**src/rtl/period_meter_if.sv**
```systemverilog
// Signal bundle between the measured source and the period meter.
// The master drives sig_in; the slave (the meter) returns the measurement.
interface period_meter_if #(
    parameter int unsigned CNT_W = 32
);
    logic             sig_in;
    logic [CNT_W-1:0] half_period;
    logic [CNT_W:0]   period;
    logic             meas_valid;
    logic             locked;
    logic             timeout;

    modport master (
        output sig_in,
        input  half_period,
        input  period,
        input  meas_valid,
        input  locked,
        input  timeout
    );

    modport slave (
        input  sig_in,
        output half_period,
        output period,
        output meas_valid,
        output locked,
        output timeout
    );
endinterface

```
**src/rtl/period_meter.sv**
```systemverilog
// Measures edge spacing of a slow asynchronous square wave in clk cycles,
// reporting the half period, the full period, lock status and stall timeouts.
module period_meter #(
    parameter int unsigned CNT_W       = 32,
    parameter int unsigned TIMEOUT     = 100000000,
    parameter int unsigned SYNC_STAGES = 2
) (
    input  logic clk,
    input  logic rst,
    period_meter_if.slave bus
);
    localparam logic [CNT_W-1:0] TIMEOUT_C = CNT_W'(TIMEOUT);

    typedef enum logic [1:0] {IDLE, ARMED, HALF, LOCKED} state_t;

    logic [SYNC_STAGES-1:0] sync;
    logic                   s;
    logic                   s_d;
    logic                   edge_det;
    logic [CNT_W-1:0]       cnt;
    logic                   cnt_sat;

    state_t           state_q, state_d;
    logic [CNT_W-1:0] hp_q, hp_d;
    logic [CNT_W:0]   per_q, per_d;
    logic             mv_q, mv_d;
    logic             lk_q, lk_d;
    logic             to_q, to_d;

    assign s        = sync[SYNC_STAGES-1];
    assign edge_det = s ^ s_d;
    assign cnt_sat  = (cnt == TIMEOUT_C);

    always_ff @(posedge clk) begin
        if (rst) begin
            sync <= '0;
            s_d  <= 1'b0;
            cnt  <= '0;
        end else begin
            sync <= {sync[SYNC_STAGES-2:0], bus.sig_in};
            s_d  <= s;
            // cnt counts cycles since the last edge, pinned at TIMEOUT
            if (edge_det)
                cnt <= CNT_W'(1);
            else if (cnt < TIMEOUT_C)
                cnt <= cnt + CNT_W'(1);
        end
    end

    always_comb begin
        state_d = state_q;
        hp_d    = hp_q;
        per_d   = per_q;
        mv_d    = 1'b0;
        lk_d    = lk_q;
        to_d    = 1'b0;
        case (state_q)
            IDLE: begin
                if (edge_det)
                    state_d = ARMED;
            end
            ARMED: begin
                if (edge_det) begin
                    state_d = HALF;
                    hp_d    = cnt;
                    mv_d    = 1'b1;
                end
            end
            HALF, LOCKED: begin
                if (edge_det) begin
                    state_d = LOCKED;
                    hp_d    = cnt;
                    per_d   = {1'b0, hp_q} + {1'b0, cnt};
                    mv_d    = 1'b1;
                    lk_d    = 1'b1;
                end
            end
            default: state_d = IDLE;
        endcase
        // an edge coinciding with saturation wins over the timeout
        if (state_q != IDLE && !edge_det && cnt_sat) begin
            state_d = IDLE;
            hp_d    = '0;
            per_d   = '0;
            lk_d    = 1'b0;
            to_d    = 1'b1;
        end
    end

    always_ff @(posedge clk) begin
        if (rst) begin
            state_q <= IDLE;
            hp_q    <= '0;
            per_q   <= '0;
            mv_q    <= 1'b0;
            lk_q    <= 1'b0;
            to_q    <= 1'b0;
        end else begin
            state_q <= state_d;
            hp_q    <= hp_d;
            per_q   <= per_d;
            mv_q    <= mv_d;
            lk_q    <= lk_d;
            to_q    <= to_d;
        end
    end

    assign bus.half_period = hp_q;
    assign bus.period      = per_q;
    assign bus.meas_valid  = mv_q;
    assign bus.locked      = lk_q;
    assign bus.timeout     = to_q;
endmodule

```
**src/flat_wrapper.sv**
```systemverilog
// flat-port wrapper written by rule: the top's interface ports become plain ports
module period_meter_flat 
#(
    parameter int unsigned CNT_W       = 32,
    parameter int unsigned TIMEOUT     = 100000000,
    parameter int unsigned SYNC_STAGES = 2
)
  (clk, rst, bus_sig_in, bus_half_period, bus_period, bus_meas_valid, bus_locked, bus_timeout);
  period_meter_if #(.CNT_W(CNT_W)) bus_i ();
  input  logic clk;
  input  logic rst;
  input wire logic [$bits(bus_i.sig_in)-1:0] bus_sig_in;
  output wire logic [$bits(bus_i.half_period)-1:0] bus_half_period;
  output wire logic [$bits(bus_i.period)-1:0] bus_period;
  output wire logic [$bits(bus_i.meas_valid)-1:0] bus_meas_valid;
  output wire logic [$bits(bus_i.locked)-1:0] bus_locked;
  output wire logic [$bits(bus_i.timeout)-1:0] bus_timeout;
  assign bus_i.sig_in = bus_sig_in;
  assign bus_half_period = bus_i.half_period;
  assign bus_period = bus_i.period;
  assign bus_meas_valid = bus_i.meas_valid;
  assign bus_locked = bus_i.locked;
  assign bus_timeout = bus_i.timeout;
  period_meter #(.CNT_W(CNT_W), .TIMEOUT(TIMEOUT), .SYNC_STAGES(SYNC_STAGES)) u_core (.clk(clk), .rst(rst), .bus(bus_i));
endmodule
```
**config.mk**
```make
export PLATFORM = sky130hd
export DESIGN_NAME = period_meter_flat
export DESIGN_NICKNAME = d
export VERILOG_FILES = /design/src/rtl/period_meter_if.sv /design/src/rtl/period_meter.sv /design/src/flat_wrapper.sv
export SDC_FILE = /design/constraint.sdc
export NUM_CORES = 1
export LEC_CHECK = 0
export BUFFER_PORTS_ARGS = -buffer_cell sky130_fd_sc_hd__buf_2
export CORE_UTILIZATION = 50
export CTS_CLUSTER_SIZE = 10
export DETAILED_ROUTE_END_ITERATION = 7
export PLACE_DENSITY = 0.69
export SETUP_SLACK_MARGIN = 0.5
export SLEW_MARGIN = 20
export SYNTH_ARGS = -nofsm -noshare
export SYNTH_HDL_FRONTEND = slang
export SYNTH_SLANG_ARGS = --single-unit
```
**constraint.sdc**
```tcl
create_clock -name clk -period 3.75 [get_ports clk]
set_clock_uncertainty 0.1 [all_clocks]
set_input_delay 0.375 -clock clk [delete_from_list [all_inputs] [get_ports clk]]
set_output_delay 0.375 -clock clk [all_outputs]
set_load 0.01 [all_outputs]
```
==> out/results.ini, run 1 <==
[worst_setup_path]
crit_path_start_kind = register
crit_path_end_kind = register
critical_path.max_fanout = 8
crit_type = reg2reg
r2r-start = u_core.cnt[7]$_SDFFE_PP0N_
r2r_cells = 10
worstReg2RegEnd = u_core.bus.period[32]$_SDFFE_PP0P_
critical_path_required_ns = 3.86
reg2reg_slack_ns = 0.68
crit_start = u_core.cnt[7]$_SDFFE_PP0N_
worstSetupEndpoint = u_core.bus.period[32]$_SDFFE_PP0P_
cp_data_arrival_time_ns = 3.17

[yosys]
synth-main-ff-cell = dfxtp_1
yosys_warnings = 0
synth_seq_cells = 105
synthTopCellsByArea = dfxtp_1, nand2_1, a21oi_1
synth-xor-area-share = 0.0744
netlist_area_um2 = 5650
synthMuxAreaShare = 0.00177
synth_top_area_cell = dfxtp_1
yosys.area_share.simple = 0.258
async_flop_share = 0
synth_compound_area_frac = 0.181
synth_top_family_by_area = simple AND/OR/NAND/NOR gates
synthAdderAreaFrac = 0.0789
netlist_instances = 715
synth.yosys.seq_area_share = 0.372
synth_top_area_frac = 0.372
syn_avg_cell_area_um2 = 7.90
syn_nets = 753
ys_types = 59
synth_edf_count = 0

[clock_tree]
cts_max_path_buffers = 2
clock-root-buffer = clkbuf_16
numCtsBuffers = 9
h-tree-depth = 3
clkSlewWorstSetupHoldPaths_ns = 0.07
worstSkewPairLatency_ns = 0.36
numClockSinks = 105
cts_tree = built

[route]
via_per_inst = 5.65
drc = 0
drt-total-wl_um = 14400
vias = 5152
wl_per_cell_um = 15.7
drt_iter0_drc = 273
antenna_left = 0
first_pass_iters = 4

[sta]
final_max_slew_viol_count = 0
worstMarginPinSlew_ns = 1.06
rsz0062_at_grt = false
fmax_mhz = 326
setup_violations = 0
fin_setup_tns_ns = 0
period_share = 0.818
final.setup.worst_slack_ns = 0.684
hold_viol_final = 0
slew_headroom = 0.294
period_minus_slack_ns = 3.07

[global_routing]
grt_usage = 0.253
grt_max_degree = 39
grt_overflow = 0
grt_pass1_vias = 4553
grt_antenna_before_repair = 0
grt_pass1_wl_um = 23100

[min_path]
hp-class = in2reg

[placement]
place_ws_ns = 0.618
dp_hpwl_um = 10500
port_buffers = 70
placed_cell_area_um2 = 6100
gp_congestion = 0.890

[floorplanning]
start_util = 0.516
die_y_um = 108
dieWidth_um = 108
design.core.area_um2 = 10900
io_pins = 71
dieArea_um2 = 11700
core.rowCount = 38

[pwr]
ir_drop_mv = 0.307
powerDensity_nw_per_um2 = 335
leakage_nw = 2.71

[layout]
n_antenna_cell = 0
final_nets = 805
multi_input_area_um2 = 3390
stdcell_area_um2 = 6430
drive_above_1_share = 0.157
syn_to_final_growth_pct = 13.9
n_fill_cell = 1019
register_area_um2 = 2100

[flow_run]
drv_cap = 0

[run_status]
status = complete, no violations

[cell type report]
type	count	share of cell area
well taps	140	0.0272
repair buffers	78	0.0657
multi-input cells	563	0.527
clock buffers	9	0.0350
clock inverters	7	0.0122
inverters	10	0.00583
flip-flops and latches	105	0.327
[worst max-delay path, cell delays in order (launching register included)]
cell,delay [ns]
dfxtp_1,0.49
ha_1,0.39
a211oi_2,0.33
o21ai_0,0.18
a31oi_1,0.24
o21ai_2,0.13
nor2_2,0.13
o31ai_2,0.09
a221o_2,0.39
a2111oi_4,0.37
nor4_2,0.08
[layout by cell type (no fill, tap or decap), types with 3 or more instances in the layout]
cell type | netlist | final
nand2_1 | 136 | 136
dfxtp_1 | 105 | 104
a21oi_1 | 98 | 98
nor2_1 | 73 | 72
buf_2 | 3 | 70
ha_1 | 34 | 34
xor2_1 | 25 | 25
xnor2_1 | 23 | 23
nand3_1 | 20 | 20
o21ai_0 | 21 | 20
a21o_1 | 14 | 14
nand4_1 | 13 | 13
inv_1 | 10 | 10
nor3_1 | 9 | 9
nor2b_1 | 9 | 9
clkbuf_16 | 0 | 9
and2_1 | 7 | 7
a211oi_1 | 9 | 7
buf_4 | 0 | 7
o21a_1 | 6 | 6
or3_1 | 5 | 5
nand2b_1 | 5 | 4
and3_1 | 4 | 4
a31oi_1 | 4 | 4
o21bai_1 | 4 | 4
and4_1 | 3 | 3
clkinvlp_4 | 0 | 3
[how the worst min path moves through the flow]
stage / cells after the start / endpoint / start / slack [ns]
final: 2 / u_core.sync[0]$_SDFF_PP0_ / bus_sig_in / 0.13
after floorplan: 1 / u_core.sync[1]$_SDFF_PP0_ / u_core.sync[0]$_SDFF_PP0_ / 0.31
after detailed placement: 1 / u_core.sync[1]$_SDFF_PP0_ / u_core.sync[0]$_SDFF_PP0_ / 0.34
after CTS: 2 / u_core.sync[0]$_SDFF_PP0_ / bus_sig_in / 0.12
after global placement: 2 / u_core.bus.period[23]$_SDFFE_PP0P_ / u_core.bus.period[23]$_SDFFE_PP0P_ / 0.34
after global routing: 2 / u_core.sync[0]$_SDFF_PP0_ / bus_sig_in / 0.14
[flip-flops by register name, summed over array words and instances (netlist names)]
| name | cells |
|---|---|
| u_core.s_d | 1 |
| u_core.state_q | 2 |
| u_core.bus.half_period | 32 |
| u_core.cnt | 32 |
| u_core.bus.timeout | 1 |
| u_core.bus.locked | 1 |
| u_core.bus.meas_valid | 1 |
| u_core.bus.period | 33 |
| u_core.sync | 2 |
[per-layer routing]
| metal | GRT usage | vias up | share of wire |
|---|---|---|---|
| li1 | - | 2561 | - |
| met1 | 0.367 | 2452 | 0.50 |
| met2 | 0.375 | 126 | 0.44 |
| met3 | 0.0404 | 13 | 0.049 |
| met4 | 0.0917 | 0 | 0.017 |
| met5 | 0 | - | 0 |
[logic make-up (layout without fill, tap and decap cells)]
group	Yosys count	in the layout
DFF	105	105
and+or+nand+nor	308	308
xor gates and xnor gates	48	48
buffers and inverters	47	104
adders and majority gates	35	35
muxes	1	1
AOI/OAI and AO/OA	171	171
[cells in the mapped netlist, types with 2 or more instances]
cell,number
a211o_1,2
a211oi_1,9
a21o_1,14
a21oi_1,98
a31oi_1,4
and2_1,7
and3_1,4
and4_1,3
buf_1,3
buf_2,3
clkbuf_1,30
dfxtp_1,105
ha_1,34
inv_1,10
nand2_1,136
nand2_2,2
nand2b_1,5
nand3_1,20
nand4_1,13
nor2_1,73
nor2b_1,9
nor3_1,9
nor3_2,2
nor3b_1,2
nor4_1,2
nor4_2,2
o21a_1,6
o21ai_0,21
o21bai_1,4
o22ai_1,2
o31ai_1,2
or3_1,5
or4_1,2
xnor2_1,23
xor2_1,25
[through the flow]
step / power [mW] / hold slack (ns) / instances / utilization
floorplan: 1.19 / 0.314 / 715 / -
global placement: 1.21 / 0.336 / 895 / 0.558
detailed placement: 1.22 / 0.340 / 895 / 0.558
CTS: 2.16 / 0.122 / 911 / 0.585
global route: 2.22 / 0.139 / 912 / 0.588
finish: 2.15 / 0.127 / 912 / 0.588
[where the power goes]
part | switching, mW | leakage, nW | internal, mW
Clock | 0.440 | 0.138 | 0.522
Sequential | 0.00838 | 0.847 | 1.12
Combinational | 0.0451 | 1.73 | 0.0175
Total | 0.493 | 2.71 | 1.66
[repair_timing]
action / in CTS / in global routing
setup endpoints to repair: 0 / 3
setup buffers: 0 / 1
hold buffers: 0 / 0
resized for setup: 0 / 6
(Power assumes the default switching activity.)
==> inputs of run 2 (changes only) <==
--- a/config.mk
+++ b/config.mk
@@ -9,7 +9,7 @@
 export CORE_UTILIZATION = 50
 export CTS_CLUSTER_SIZE = 10
 export DETAILED_ROUTE_END_ITERATION = 7
-export PLACE_DENSITY = 0.69
+export PLACE_DENSITY = 0.72
 export SETUP_SLACK_MARGIN = 0.5
 export SLEW_MARGIN = 20
 export SYNTH_ARGS = -nofsm -noshare
==> constraint.sdc (replaced) <==
create_clock -name clk -period 2.81 [get_ports clk]
set_clock_uncertainty 0.1 [all_clocks]
set_input_delay 0.281 -clock clk [delete_from_list [all_inputs] [get_ports clk]]
set_output_delay 0.281 -clock clk [all_outputs]
set_load 0.01 [all_outputs]
==> run 2 against run 1 <==
Net effect: via count increased by 8.0%; largest power group unchanged; routed wire length increased by 12%; die area unchanged; count of clock-buffer cells in the layout up 4; critical path type unchanged; first-iteration DRC count is 16% higher; maximum frequency is 14% higher; core utilization up 9.8 points; combinational power is 75% higher; sequential power rose by 33%; hold slack got worse by 0.082 ns; setup slack got worse by 0.57 ns; global-route usage rose by 1.6 points; critical endpoint unchanged.
==> out/results.ini, run 2 (synthesis gave the netlist of run 1 again) <==
[global_routing]
grt_usage = 0.268  ; +0.0157
gr-max-usage-layer = met2
grtUsageMet1 = 0.368  ; +0.00143
grt_antenna_before_repair = 0  ; unchanged
grt_max_degree = 36  ; -7.7%
grt_pass1_vias = 5142  ; +13%
gr-usage-met3 = 0.0265  ; -0.0139
grt_pass1_wl_um = 24800  ; +7.6%
grt_overflow = 0  ; unchanged
grtUsageMet2 = 0.432  ; +0.0569

[layout]
multi_input_area_um2 = 3910  ; +15%
layout_commonest_cell = nand2_1
final_core_utilization = 0.686  ; +0.0981
syn_to_final_growth_pct = 32.9
stdcell_count = 981  ; +7.6%
n_fill_cell = 867  ; -15%
register_area_um2 = 2150  ; +2.3%
n_antenna_cell = 0  ; unchanged
mostFrequentLayoutCells = nand2_1, dfxtp_1, a21oi_1
final_nets = 874  ; +8.6%
largest_register_ff_count = 33  ; unchanged
drive_above_1_share = 0.333  ; +0.176

[clock_tree]
worstSkewPairLatency_ns = 0.35  ; about the same
cts_max_path_buffers = 2  ; unchanged
h-tree-depth = 3  ; unchanged
clock-root-buffer = clkbuf_16
numCtsBuffers = 9  ; unchanged
clkSlewWorstSetupHoldPaths_ns = 0.07  ; about the same
cts_tree = built
numClockSinks = 105  ; unchanged

[sta]
fin_hold_ws_ns = 0.0455  ; -0.0817 ns
fin_setup_tns_ns = 0  ; unchanged
setup_violations = 0  ; unchanged
final_max_slew_viol_count = 0  ; unchanged
rsz0062_at_grt = true
final.setup.worst_slack_ns = 0.118  ; -0.566 ns
slew_headroom = 0.300  ; +0.00651
hold_viol_final = 0  ; unchanged
fmax_mhz = 371  ; +14%
worstMarginPinSlew_ns = 1.05  ; -0.00976 ns
period_share = 0.958  ; +0.141
period_minus_slack_ns = 2.69  ; -0.374 ns

[route]
vias = 5562  ; +8.0%
antenna_left = 0  ; unchanged
first_pass_iters = 5  ; +1
drt_iter0_drc = 317  ; +16%
drt-total-wl_um = 16100  ; +12%
wl_per_cell_um = 16.4  ; +4.1%
via_per_inst = 5.67  ; +0.36%
drc = 0  ; unchanged

[placement]
dp_hpwl_um = 11200  ; +5.7%
place_ws_ns = 0.00613  ; -0.612 ns
gp_congestion = 0.929  ; +4.4%
post-place-cells = 927  ; +3.6%
port_buffers = 70  ; unchanged

[worst_setup_path]
crit_path_max_incr_delay_ns = 0.39  ; -0.10 ns
crit_path_end_kind = register
crit_path_start_kind = register
crit_top_cell = nor2_2
cpMaxStageDelayCell = a221o_2
crit_type = reg2reg
reg2reg_slack_ns = 0.12  ; -0.57 ns
critPathTopFamily = compound AO/OA/AOI/OAI gates
critical_path_required_ns = 2.94  ; -0.92 ns
cp_data_arrival_time_ns = 2.83  ; -0.34 ns
path_cells = ha_4 > fa_2 > a211oi_2 > nor2_2 > o31ai_4 > o21ai_2 > nor2_2 > o31ai_2 > a221o_2 > a2111oi_4 > nor4_2
cp.buffers_inverters = 0  ; unchanged
critical_path.max_fanout = 2  ; -6

[pwr]
ir_drop_mv = 0.254  ; -17%
leakage_nw = 3.19  ; +17%
powerDensity_nw_per_um2 = 369  ; +10%

[floorplanning]
design.core.area_um2 = 10900  ; unchanged
die_y_um = 108  ; unchanged
io_pins = 71  ; unchanged
dieWidth_um = 108  ; unchanged
core.rowCount = 38  ; unchanged
start_util = 0.516  ; unchanged
dieArea_um2 = 11700  ; unchanged

[flow_run]
drv_cap = 0  ; unchanged

[run_status]
status = complete, no violations

[min_path]
hp-class = in2reg

==> run 2: changes by cell type in the layout (fill, tap and decap cells not counted), moves of 12 or more <==
cell     delta
a21oi_1    -17
a21oi_2    +12
buf_4      +56
buf_6      +13
dfxtp_1    -21
dfxtp_2    +12
ha_1       -12
==> run 2: path summary, 6_finish.rpt <==
kind / start / to / depth (start not counted)
worst max-delay path: u_core.cnt[0]$_SDFFE_PP0P_ / u_core.bus.period[32]$_SDFFE_PP0P_ / 11
worst min register to register: u_core.sync[0]$_SDFF_PP0_ / u_core.sync[1]$_SDFF_PP0_ / 1
worst max register to register: u_core.cnt[0]$_SDFFE_PP0P_ / u_core.bus.period[32]$_SDFFE_PP0P_ / 11
worst min-delay path: bus_sig_in / u_core.sync[0]$_SDFF_PP0_ / 2
==> run 2: worst reg2reg max path: cells and delay by family, from the launching register on <==
family / cells / cell delay [ns]
flip-flops: 1 / 0.35
AND/OR/NAND/NOR: 3 / 0.28
AO/OA/AOI/OAI: 6 / 1.33
adder cells (fa/ha/maj): 2 / 0.53
==> run 2: timing repair <==
item,4_1_cts,5_1_grt
pin swaps,48,39
setup endpoints to repair,39,88
hold buffers,0,0
resized for setup,67,63
buffers inserted,18,19
gates cloned,0,1
==> run 2: report_power, final <==
part           internal [mW]  switching [mW]  total (mW)  leakage, nW
registers               1.49         0.00842        1.50        0.860
clock network          0.624           0.543        1.17        0.130
logic                 0.0384          0.0718       0.110         2.20
==> run 2: per-layer routing <==
| layer | vias to the layer above | wire length [um] |
|---|---|---|
| met1 | 2631 | 7330 |
| met4 | 0 | 396 |
| li1 | 2704 | - |
| met2 | 190 | 7550 |
| met5 | - | 0 |
| met3 | 37 | 813 |
==> run 2: final cells by class <==
type                       instances  share of cell area
timing repair buffer             146               0.129
clock inverter                     3             0.00233
sequential                       105               0.287
clock buffer                      13              0.0333
tap                              140              0.0233
multi-input combinational        564               0.520
inverter                          10             0.00500
==> run 2: per-stage QoR <==
step,total power [mW],instance area (um^2)
final,2.77,7510
after global routing,2.85,7510
after CTS,2.77,7090
after detailed placement,1.63,6430
after global placement,1.63,6430
after floorplan,1.59,5760
